--- config.mk ---
export PLATFORM = sky130hd
export DESIGN_NAME = ncr5380_dma
export DESIGN_NICKNAME = d
export VERILOG_FILES = /design/src/rtl/ncr5380_dma.sv
export SDC_FILE = /design/constraint.sdc
export NUM_CORES = 1
export LEC_CHECK = 0
export BUFFER_PORTS_ARGS = -buffer_cell sky130_fd_sc_hd__buf_4
export CORE_UTILIZATION = 29
export DETAILED_ROUTE_END_ITERATION = 7
export PLACE_DENSITY = 0.47
export SKIP_LAST_GASP = 1
export SYNTH_ARGS = -nofsm -noshare
export SYNTH_HDL_FRONTEND = slang
export SYNTH_SLANG_ARGS = --single-unit
--- constraint.sdc ---
create_clock -name clk -period 5.1 [get_ports clk]
set_input_delay 0.51 -clock clk [delete_from_list [all_inputs] [get_ports clk]]
set_output_delay 0.51 -clock clk [all_outputs]
set_load 0.01 [all_outputs]
--- src/rtl/ncr5380_dma.sv ---
// NCR 5380-style SCSI initiator with a DMA byte FIFO.
// The host sees the classic 5380 register map plus two DMA count registers.
// An arbitration FSM drives AIP/LA, and a handshake FSM moves bytes between
// the FIFO and the selected target using REQ/ACK.
//
// Handshake semantics: every host access is a level strobe qualified by
// bus_cs (registers) or dack (DMA data). The rising edge of the strobe is the
// one and only transfer cycle. On the SCSI side, a byte moves on each
// REQ/ACK pair: REQ high -> ACK high -> REQ low -> ACK low.
module ncr5380_dma #(
    parameter int DEVS       = 2,
    parameter int FIFO_DEPTH = 4,
    parameter int CNT_W      = 16,
    parameter int ARB_DLY    = 24
) (
    input  logic              clk,
    input  logic              reset,
    input  logic              bus_cs,
    input  logic [3:0]        bus_rs,
    input  logic              ior,
    input  logic              iow,
    input  logic              dack,
    input  logic [7:0]        wdata,
    output logic [7:0]        rdata,
    output logic              dreq,
    output logic              irq,
    input  logic [DEVS-1:0]   tgt_bsy,
    input  logic [DEVS-1:0]   tgt_msg,
    input  logic [DEVS-1:0]   tgt_cd,
    input  logic [DEVS-1:0]   tgt_io,
    input  logic [DEVS-1:0]   tgt_req,
    input  logic [8*DEVS-1:0] tgt_dout,
    output logic              scsi_rst,
    output logic              scsi_sel,
    output logic              scsi_atn,
    output logic              scsi_ack,
    output logic [7:0]        scsi_dout
);

    localparam int AW  = (FIFO_DEPTH > 2) ? $clog2(FIFO_DEPTH) : 1;
    localparam int LW  = AW + 1;
    localparam int ACW = (ARB_DLY > 1) ? $clog2(ARB_DLY + 1) : 1;

    typedef enum logic [1:0] {ARB_IDLE, ARB_WAIT, ARB_WON} arb_state_t;
    typedef enum logic [1:0] {H_IDLE, H_WAIT_REQ, H_ACK, H_WAIT_NREQ} hs_state_t;

    // Strobe edge detection
    logic reg_wr_q, reg_rd_q, dma_wr_q, dma_rd_q;
    logic reg_wr, reg_rd, dma_wr, dma_rd;

    // Registers
    logic [7:0] mr, tcr, odr;
    logic       icr_rst;
    logic [4:0] icr_lo;
    logic       mr0_q, rst_q;
    logic       la;

    // Target mux results
    logic       t_req, t_msg, t_cd, t_io;
    logic [7:0] t_data;
    logic       pmatch;

    // Arbitration
    arb_state_t     arb_state, arb_next;
    logic [ACW-1:0] arb_cnt;
    logic           aip;

    // DMA control
    logic             dma_en, dma_send, eodma;
    logic [CNT_W-1:0] dma_cnt;
    logic [15:0]      cnt16;
    logic             start, mr1_off;
    logic [7:0]       dma_rdata;

    // Handshake
    hs_state_t hs_state, hs_next;
    logic      hs_ack, hs_push, hs_pop, hs_dec, dec_last;

    // FIFO
    logic [7:0]    mem [FIFO_DEPTH];
    logic [AW-1:0] wr_ptr, rd_ptr;
    logic [LW-1:0] fifo_level;
    logic          fifo_full, fifo_empty;
    logic          host_push, host_pop, fifo_push, fifo_pop, push_ok, pop_ok;
    logic [7:0]    push_data, fifo_head;
    logic          eodma_pending;

    // Interrupt
    logic irq_set, irq_clr, rx_drained, tx_done, mismatch, rst_rise;
    logic bus_drive;
    logic [7:0] icr_rd, csr, bsr;

    assign reg_wr = bus_cs & iow & ~reg_wr_q;
    assign reg_rd = bus_cs & ior & ~reg_rd_q;
    assign dma_wr = dack & iow & ~dma_wr_q;
    assign dma_rd = dack & ior & ~dma_rd_q;

    // Remember previous strobe levels so each access yields one pulse
    always_ff @(posedge clk or posedge reset) begin
        if (reset) begin
            reg_wr_q <= 1'b0;
            reg_rd_q <= 1'b0;
            dma_wr_q <= 1'b0;
            dma_rd_q <= 1'b0;
            mr0_q    <= 1'b0;
            rst_q    <= 1'b0;
        end else begin
            reg_wr_q <= bus_cs & iow;
            reg_rd_q <= bus_cs & ior;
            dma_wr_q <= dack & iow;
            dma_rd_q <= dack & ior;
            mr0_q    <= mr[0];
            rst_q    <= icr_rst;
        end
    end

    // Highest-index busy target owns phase, REQ and data
    always_comb begin
        t_req  = 1'b0;
        t_msg  = 1'b0;
        t_cd   = 1'b0;
        t_io   = 1'b0;
        t_data = 8'h55;
        for (int i = 0; i < DEVS; i++) begin
            if (tgt_bsy[i]) begin
                t_req  = tgt_req[i];
                t_msg  = tgt_msg[i];
                t_cd   = tgt_cd[i];
                t_io   = tgt_io[i];
                t_data = tgt_dout[8*i +: 8];
            end
        end
    end

    assign pmatch = (tcr[2:0] == {t_msg, t_cd, t_io});

    // Host-writable 5380 registers
    always_ff @(posedge clk or posedge reset) begin
        if (reset) begin
            mr      <= 8'h00;
            tcr     <= 8'h00;
            odr     <= 8'h00;
            icr_rst <= 1'b0;
            icr_lo  <= 5'h00;
        end else if (reg_wr) begin
            case (bus_rs)
                4'd0: odr <= wdata;
                4'd1: begin
                    icr_rst <= wdata[7];
                    icr_lo  <= wdata[4:0];
                end
                4'd2: mr  <= wdata;
                4'd3: tcr <= wdata;
                default: ;
            endcase
        end
    end

    // Arbitration next state
    always_comb begin
        arb_next = arb_state;
        case (arb_state)
            ARB_IDLE: if (mr[0] && !mr0_q) arb_next = ARB_WAIT;
            ARB_WAIT: begin
                if (!mr[0])
                    arb_next = ARB_IDLE;
                else if (arb_cnt == ACW'(ARB_DLY - 1))
                    arb_next = ARB_WON;
            end
            ARB_WON:  if (!mr[0]) arb_next = ARB_IDLE;
            default:  arb_next = ARB_IDLE;
        endcase
    end

    // Arbitration state, delay counter and lost-arbitration flag
    always_ff @(posedge clk or posedge reset) begin
        if (reset) begin
            arb_state <= ARB_IDLE;
            arb_cnt   <= '0;
            la        <= 1'b0;
        end else begin
            arb_state <= arb_next;
            arb_cnt   <= (arb_state == ARB_WAIT) ? arb_cnt + ACW'(1) : '0;
            if (arb_state == ARB_IDLE && arb_next == ARB_WAIT)
                la <= 1'b0;
            else if (arb_state == ARB_WAIT && |tgt_bsy)
                la <= 1'b1;
        end
    end

    assign aip = (arb_state == ARB_WON);

    // Clearing MR[1] takes effect in the cycle of the write itself
    assign mr1_off = (reg_wr && bus_rs == 4'd2) ? ~wdata[1] : ~mr[1];
    assign start   = reg_wr & mr[1] & ((bus_rs == 4'd5) | (bus_rs == 4'd7));
    assign cnt16   = 16'(dma_cnt);

    // DMA enable, direction, end-of-DMA flag and byte counter
    always_ff @(posedge clk or posedge reset) begin
        if (reset) begin
            dma_en   <= 1'b0;
            dma_send <= 1'b0;
            eodma    <= 1'b0;
            dma_cnt  <= '0;
        end else begin
            if (mr1_off)
                dma_en <= 1'b0;
            else if (start) begin
                dma_en   <= 1'b1;
                dma_send <= (bus_rs == 4'd5);
            end
            if (start)
                eodma <= 1'b0;
            else if (dec_last)
                eodma <= 1'b1;
            if (reg_wr && bus_rs == 4'd8)
                dma_cnt <= CNT_W'({cnt16[15:8], wdata});
            else if (reg_wr && bus_rs == 4'd9)
                dma_cnt <= CNT_W'({wdata, cnt16[7:0]});
            else if (hs_dec && dma_cnt != '0)
                dma_cnt <= dma_cnt - CNT_W'(1);
        end
    end

    assign dec_last = hs_dec & (dma_cnt == CNT_W'(1));

    // Handshake next state and ACK/FIFO strobes
    always_comb begin
        hs_next = hs_state;
        hs_ack  = 1'b0;
        hs_push = 1'b0;
        hs_pop  = 1'b0;
        hs_dec  = 1'b0;
        case (hs_state)
            H_IDLE: if (dma_en && dma_cnt != '0) hs_next = H_WAIT_REQ;
            H_WAIT_REQ: begin
                if (!dma_en)
                    hs_next = H_IDLE;
                else if (t_req && pmatch && (dma_send ? !fifo_empty : !fifo_full))
                    hs_next = H_ACK;
            end
            H_ACK: begin
                hs_ack  = 1'b1;
                hs_push = dma_en & ~dma_send;
                hs_next = dma_en ? H_WAIT_NREQ : H_IDLE;
            end
            H_WAIT_NREQ: begin
                hs_ack = 1'b1;
                if (!dma_en)
                    hs_next = H_IDLE;
                else if (!t_req) begin
                    hs_next = H_IDLE;
                    hs_pop  = dma_send;
                    hs_dec  = 1'b1;
                end
            end
            default: hs_next = H_IDLE;
        endcase
    end

    // Handshake state register
    always_ff @(posedge clk or posedge reset) begin
        if (reset) hs_state <= H_IDLE;
        else       hs_state <= hs_next;
    end

    assign fifo_full  = (fifo_level == LW'(FIFO_DEPTH));
    assign fifo_empty = (fifo_level == '0);
    assign host_push  = dma_wr & dma_en & dma_send;
    assign host_pop   = dma_rd & dma_en & ~dma_send;
    assign fifo_push  = dma_send ? host_push : hs_push;
    assign fifo_pop   = dma_send ? hs_pop : host_pop;
    assign push_ok    = fifo_push & ~fifo_full;
    assign pop_ok     = fifo_pop & ~fifo_empty;
    assign push_data  = dma_send ? wdata : t_data;
    assign fifo_head  = mem[rd_ptr];

    // FIFO pointers and fill level; flushed whenever DMA mode is off
    always_ff @(posedge clk or posedge reset) begin
        if (reset) begin
            wr_ptr     <= '0;
            rd_ptr     <= '0;
            fifo_level <= '0;
        end else if (mr1_off) begin
            wr_ptr     <= '0;
            rd_ptr     <= '0;
            fifo_level <= '0;
        end else begin
            if (push_ok) wr_ptr <= wr_ptr + AW'(1);
            if (pop_ok)  rd_ptr <= rd_ptr + AW'(1);
            if (push_ok && !pop_ok)
                fifo_level <= fifo_level + LW'(1);
            else if (pop_ok && !push_ok)
                fifo_level <= fifo_level - LW'(1);
        end
    end

    // FIFO storage
    always_ff @(posedge clk) begin
        if (push_ok && !mr1_off)
            mem[wr_ptr] <= push_data;
    end

    // Byte returned to the host on a DMA read
    always_ff @(posedge clk or posedge reset) begin
        if (reset)
            dma_rdata <= 8'h00;
        else if (host_pop && !fifo_empty)
            dma_rdata <= fifo_head;
    end

    // A send needs no more host bytes once the FIFO holds every remaining one
    assign eodma_pending = dma_send && (32'(fifo_level) >= 32'(dma_cnt));
    assign dreq = dma_en & (dma_send ? ~fifo_full : ~fifo_empty) & ~eodma_pending;

    assign tx_done    = dma_send & dec_last;
    assign rx_drained = ~dma_send & dma_en &
                        ((dec_last & fifo_empty) |
                         (host_pop & (fifo_level == LW'(1)) & (eodma | dec_last)));
    assign mismatch   = dma_en & t_req & ~pmatch;
    assign rst_rise   = icr_rst & ~rst_q;
    assign irq_set    = tx_done | rx_drained | mismatch | rst_rise;
    assign irq_clr    = reg_rd & (bus_rs == 4'd7);

    // Interrupt flag; a set in the same cycle as the clearing read wins
    always_ff @(posedge clk or posedge reset) begin
        if (reset)        irq <= 1'b0;
        else if (irq_set) irq <= 1'b1;
        else if (irq_clr) irq <= 1'b0;
    end

    assign bus_drive = icr_lo[0] | mr[0];
    assign scsi_rst  = icr_rst;
    assign scsi_sel  = icr_lo[2];
    assign scsi_atn  = icr_lo[1];
    assign scsi_ack  = icr_lo[4] | hs_ack;
    assign scsi_dout = bus_drive ? ((dma_en & dma_send) ? fifo_head : odr) : 8'h00;

    assign icr_rd = {icr_rst, aip, la, icr_lo};
    assign csr    = {icr_rst, (|tgt_bsy) | icr_lo[3], t_req, t_msg, t_cd, t_io, icr_lo[2], 1'b0};
    assign bsr    = {eodma, dreq, 1'b0, irq, pmatch, 1'b0, icr_lo[1], scsi_ack};

    // Host read mux; DMA reads return the last popped byte
    always_comb begin
        rdata = 8'h00;
        if (dack)
            rdata = dma_rdata;
        else begin
            case (bus_rs)
                4'd0: rdata = bus_drive ? odr : t_data;
                4'd1: rdata = icr_rd;
                4'd2: rdata = mr;
                4'd3: rdata = tcr;
                4'd4: rdata = csr;
                4'd5: rdata = bsr;
                4'd6: rdata = t_data;
                4'd7: rdata = 8'hFF;
                4'd8: rdata = cnt16[7:0];
                4'd9: rdata = cnt16[15:8];
                default: rdata = 8'h00;
            endcase
        end
    end

endmodule

==> results of run 1 <==
-- synthesized netlist by cell type (all sizes together), types with 6 or more instances --
cell type | number | area share, %
xnor2 | 8 | 1.1
nand3 | 15 | 1.2
nand2 | 69 | 4.0
dfrtp | 81 | 31
a22o | 7 | 0.94
a32oi | 7 | 1.0
nor3b | 6 | 0.69
clkbuf | 8 | 0.46
and2 | 13 | 1.2
a31oi | 8 | 0.76
or2 | 6 | 0.57
o22ai | 11 | 1.0
nor2 | 45 | 2.6
mux2i | 10 | 1.6
a22oi | 6 | 0.69
o21ai | 22 | 1.7
mux4 | 8 | 2.7
edfxtp | 32 | 15
mux2 | 43 | 7.4
buf | 22 | 1.8
nor2b | 11 | 1.0
inv | 25 | 1.4
nor3 | 10 | 0.92
a21oi | 31 | 2.4
nor4 | 18 | 2.5
ha | 15 | 2.9
-- layer usage --
layer / GRT usage [%] / wire (µm) / share of wire, % / vias to the layer above
li1: - / - / - / 2456
met5: 0 / 0 / 0 / -
met1: 25.67 / 9789 / 46 / 2624
met2: 29.98 / 9969 / 47 / 154
met4: 5.588 / 344 / 1.6 / 0
met3: 4.323 / 1030 / 4.9 / 18
-- cell families after synthesis --
group / synth area share, %
and+or+nand+nor: 19.37
AOI/OAI and AO/OA: 14.87
DFF: 45.57
muxes: 11.72
buffers and inverters: 3.721
adders and majority gates: 3.015
xor gates and xnor gates: 1.737
-- flip-flops by register name, summed over array words and instances (netlist names), 2 cells and up --
register    count
wr_ptr          2
hs_state        2
fifo_level      3
dma_rdata       8
mr              8
tcr             8
arb_cnt         5
icr_lo          5
rd_ptr          2
odr             8
cnt16          16
mem            32
arb_state       2
-- final timing paths --
| check | start | end | slack, ns | depth (start not counted) |
|---|---|---|---|---|
| max reg2reg | dma_send | mem[0][1] | 2.40 | 4 |
| min | reset | dma_rdata[2] | 0.20 | 2 |
| max | mr[0] | rdata[1] | 1.83 | 5 |
| min in group clk | iow | reg_wr_q | 0.32 | 2 |
| max in group asynchronous | reset | rd_ptr[0] | 3.87 | 3 |
| min reg2reg | arb_cnt[0] | arb_cnt[0] | 0.46 | 1 |
-- worst max-delay path: stages, from the launching register on --
cell and delay, ns:
dfrtp_1 0.43, nor2_1 0.77, mux2_2 0.43, a211oi_1 0.28
o221ai_1 0.22, buf_4 0.20
-- report_power, final --
group / total (W) / internal (W) / switching (W)
sequential: 0.00115 / 0.00103 / 0.000127
combinational: 0.000473 / 0.000202 / 0.000270
clock: 0.00119 / 0.000721 / 0.000464
total: 0.00281 / 0.00195 / 0.000861
-- area by class of cell --
| cell class | instances | area share (%) |
|---|---|---|
| Clock buffer | 17 | 5.420 |
| Clock inverter | 14 | 1.993 |
| Tap cell | 280 | 4.464 |
| Inverter | 25 | 1.212 |
| Sequential cell | 113 | 38.07 |
| Multi-Input combinational cell | 460 | 42.44 |
| Timing Repair Buffer | 67 | 6.408 |
-- metrics by stage --
step                      utilization (%)  setup WS (ns)  instances  power (W)
after floorplan                         -          2.510        628   0.001432
after global placement              32.99          1.955        945   0.001636
after detailed placement            32.99          1.957        945   0.001639
after CTS                           35.63          1.808        976   0.002832
after global routing                35.63          1.649        976   0.002938
final                               35.63          1.831        976   0.002811
==> impl_metrics.env, run 1 <==
export IMPL_n_fill_cell=2242
export IMPL_syn_inst=628
export IMPL_fp_dieW_um=152.4
export IMPL_clk_latency_ns=0.43
export IMPL_ctsHoldBuffers=0
export IMPL_fin_worst_skew_ns=0.01201
export IMPL_num_vias=5252
export IMPL_antennaDiodeCount=0
export IMPL_cts_max_level=4
export IMPL_finalHoldViolations=0
export IMPL_dp_hpwl_um=16000
export IMPL_finalCriticalPeriod_ns=3.269
export IMPL_clock_sinks=113
export IMPL_rows=54
export IMPL_grt_pass1_wl_um=32930
export IMPL_worstSetupStartpointType="flip-flop"
export IMPL_vias_per_cell=5.381
export IMPL_port_buffer_count=65
export IMPL_clk_pin_slew_ns=0.06
export IMPL_cp_required_ns=4.59
export IMPL_syn_nets=687
export IMPL_antenna_found_initial=0
export IMPL_postCtsSetupBuffers=0
export IMPL_worst_pin_slew_ns=0.9742
export IMPL_path_class="flip-flop to output port"
export IMPL_final_common_cell="dfrtp_1"
export IMPL_multi_input_area_mm2=0.003331
export IMPL_drv_slew=0
export IMPL_grt_pass1_vias=5463
export IMPL_relSlewSlack_pct=34.81
export IMPL_grt_max_degree=43
export IMPL_drv_cap=0
export IMPL_core_mm2=0.02203
export IMPL_routed_wl_um=21130
export IMPL_ys_ff_latch=113
export IMPL_synth_edf_count=32
export IMPL_p_leak_nw=3.150
export IMPL_synth_cell_area_mm2=0.006556
export IMPL_rsz0062_at_grt="no"
export IMPL_cts_tree="done"
export IMPL_firstDrtPassIters=7
export IMPL_dr_first_iter_drc_count=255
export IMPL_timing_setup_tns_ns=0
export IMPL_hp_class="input port to async pin"
export IMPL_track_usage_pct=18.91
export IMPL_fmax_mhz=305.9
export IMPL_synth_flop_cell="dfrtp_1"
export IMPL_root_buffer="clkbuf_16"
export IMPL_final_period_utilization_pct=64.11
export IMPL_violations="DRC"
export IMPL_seq_area_frac_synth_pct=45.57
export IMPL_finalInstanceArea_mm2=0.007849
export IMPL_area_growth_pct=19.71
export IMPL_start_util_pct=29.77
export IMPL_drive_gt1_share_pct=25.43
export IMPL_setup_viol=0
export IMPL_wl_per_cell_um=21.65
export IMPL_worst_setup_path_end_kind="output port"
export IMPL_design_die_area_mm2=0.02321
export IMPL_syn_area_per_cell_um2=10.44
export IMPL_p_per_area_mw_per_mm2=358.1
export IMPL_yosys_warnings=0
export IMPL_max_vdd_ir_drop_mv=0.1707
export IMPL_clk_path_buf_depth=2
export IMPL_gp_congestion=0.8645
export IMPL_ant_nets=0
export IMPL_ioPinCount=66
export IMPL_hold_slack_ns=0.2020
export IMPL_crit_arrival_ns=2.76
export IMPL_cts_repair_resized=0
export IMPL_status="finished, violations left"
export IMPL_final_cell_mix="dfrtp_1 (81), nand2_1 (69), buf_4 (67)"
export IMPL_synth_cell_types=82
export IMPL_drc=3
export IMPL_dieHeight_um=152.4
export IMPL_async_flop_share_pct=71.68
export IMPL_cts_buffers=17
export IMPL_grt_overflow_total=0
export IMPL_fin_nets=743
export IMPL_final_seq_area_mm2=0.002988
export IMPL_dpl_cell_area_mm2=0.007267
export IMPL_cp_max_fo=13
Power figures use the tool's default switching activity.
==> inputs of run 2 (changes only) <==
- PLACE_DENSITY: 0.47 -> 0.49
- clock period: 5.1 -> 2.9 ns (I/O delays scaled with it)
==> run 2 against run 1 <==
The run still ends with DRC left. Register-to-register slack worse by 1.8 ns. Combinational power is 87% higher. Sequential power is 74% higher. Critical path type unchanged. Highest routed layer unchanged.
==> impl_metrics.env, run 2 (synthesis results as in run 1) <==
export IMPL_drive_gt1_share_pct=27.35
export IMPL_clk_latency_ns=0.42
export IMPL_design_die_area_mm2=0.02321
export IMPL_postCtsSetupBuffers=0
export IMPL_max_stage_delay_ns=0.52
export IMPL_largest_reg_flops=32
export IMPL_path_class="flip-flop to output port"
export IMPL_holdPathStages=3
export IMPL_dp_cells=960
export IMPL_final_period_utilization_pct=95.65
export IMPL_drv_slew=0
export IMPL_relSlewSlack_pct=49.76
export IMPL_largest_register="mem"
export IMPL_ioPinCount=66
export IMPL_cp_max_fo=5
export IMPL_worstSetupStartpointType="flip-flop"
export IMPL_fin_nets=759
export IMPL_routed_wl_um=20930
export IMPL_cp_required_ns=2.61
export IMPL_cts_max_level=4
export IMPL_grt_max_degree=44
export IMPL_finalCriticalPeriod_ns=2.774
export IMPL_port_buffer_count=65
export IMPL_max_vdd_ir_drop_mv=0.3008
export IMPL_clock_sinks=113
export IMPL_hp_class="input port to flip-flop"
export IMPL_dr_first_iter_drc_count=320
export IMPL_rsz0062_at_grt="no"
export IMPL_fmax_mhz=360.5
export IMPL_fin_worst_skew_ns=0.009470
export IMPL_worst_setup_path_end_kind="output port"
export IMPL_rows=54
export IMPL_cts_tree="done"
export IMPL_violations="DRC"
export IMPL_status="finished, violations left"
export IMPL_cts_buffers=17
export IMPL_vias_per_cell=5.466
export IMPL_rrSetupSlack_ns=0.61
export IMPL_ant_nets=0
export IMPL_p_per_area_mw_per_mm2=611.2
export IMPL_grt_overflow_total=0
export IMPL_timing_setup_tns_ns=0
export IMPL_hold_slack_ns=0.1059
export IMPL_dpl_worst_slack_ns=0.2898
export IMPL_endpoint="rdata[4]"
export IMPL_final_cell_mix="buf_4 (81), dfrtp_1 (80), nand2_1 (69)"
export IMPL_num_vias=5428
export IMPL_clk_path_buf_depth=2
export IMPL_fin_ws_ns=0.1261
export IMPL_clk_pin_slew_ns=0.06
export IMPL_crit_slowest_cell="or4b_4"
export IMPL_startpoint="cnt16[12]"
export IMPL_area_growth_pct=21.55
export IMPL_antenna_found_initial=0
export IMPL_track_usage_pct=18.74
export IMPL_r2r_start="cnt16[1]"
export IMPL_firstDrtPassIters=7
export IMPL_setup_viol=0
export IMPL_root_buffer="clkbuf_16"
export IMPL_worst_pin_slew_ns=0.7536
export IMPL_grt_pass1_wl_um=32760
export IMPL_gp_congestion=0.9024
export IMPL_core_mm2=0.02203
export IMPL_final_common_cell="buf_4"
export IMPL_reg2regPathDepth=7
export IMPL_dieHeight_um=152.4
export IMPL_start_util_pct=29.77
export IMPL_crit_arrival_ns=2.48
export IMPL_antennaDiodeCount=0
export IMPL_wl_per_cell_um=21.08
export IMPL_path_cells="inv_2, a2bb2o_4, a222oi_1, or4b_4, a22o_1, buf_4"
export IMPL_fin_cells=993
export IMPL_drc=2
export IMPL_p_leak_nw=3.225
export IMPL_fp_dieW_um=152.4
export IMPL_r2r_end="cnt16[5]"
export IMPL_finalHoldViolations=0
export IMPL_dp_hpwl_um=16100
export IMPL_drv_cap=0
export IMPL_grt_pass1_vias=5448
[run 2: critical path, delay by kind of cell (launching register included)]
kind            cells  cell delay, ns
compound gates      3            0.88
flops               1            0.44
simple gates        1            0.52
buf+inv             2            0.22
[run 2: worst min path at each step]
| stage | from | endpoint |
|---|---|---|
| after floorplan | wdata[5] | cnt16[5] |
| after global placement | reset | dma_rdata[0] |
| after detailed placement | reset | dma_rdata[0] |
| after CTS | bus_cs | reg_rd_q |
| after global routing | iow | reg_wr_q |
| final | bus_cs | reg_rd_q |
[run 2: power by group]
part / switching, W / internal (W)
logic: 0.000503 / 0.000381
registers: 0.000196 / 0.00181
clock network: 0.000797 / 0.00119
total: 0.00150 / 0.00337
[run 2: stage by stage]
stage | power [W] | cell area [µm²] | util [%]
2_1_floorplan | 0.002518 | 6556 | -
3_3_place_gp | 0.002894 | 7392 | 33.56
3_5_place_dp | 0.002902 | 7392 | 33.56
4_1_cts | 0.004908 | 7964 | 36.16
5_1_grt | 0.005095 | 7969 | 36.18
6_report | 0.004870 | 7969 | 36.18
[run 2: area by class of cell]
class / instances / area, µm²
fillers: 2242 / 14060
multi-input cells: 460 / 3334
flip-flops and latches: 113 / 2989
repair buffers: 83 / 638.1
clock buffers: 18 / 429.2
well taps: 280 / 350.3
clock inverters: 14 / 132.6
inverters: 25 / 95.09
[run 2: layer usage]
layer | vias to the layer above | track usage [%] | routed length, µm
met5 | - | 0 | 0
met1 | 2758 | 25.17 | 9567
met3 | 20 | 4.664 | 1076
li1 | 2497 | - | -
met4 | 0 | 5.588 | 328
met2 | 153 | 29.69 | 9959
[run 2: repair_timing]
action	in CTS	in global routing
hold endpoints to repair	5	0
hold buffers	1	0
resized for setup	0	3
setup endpoints to repair	0	1
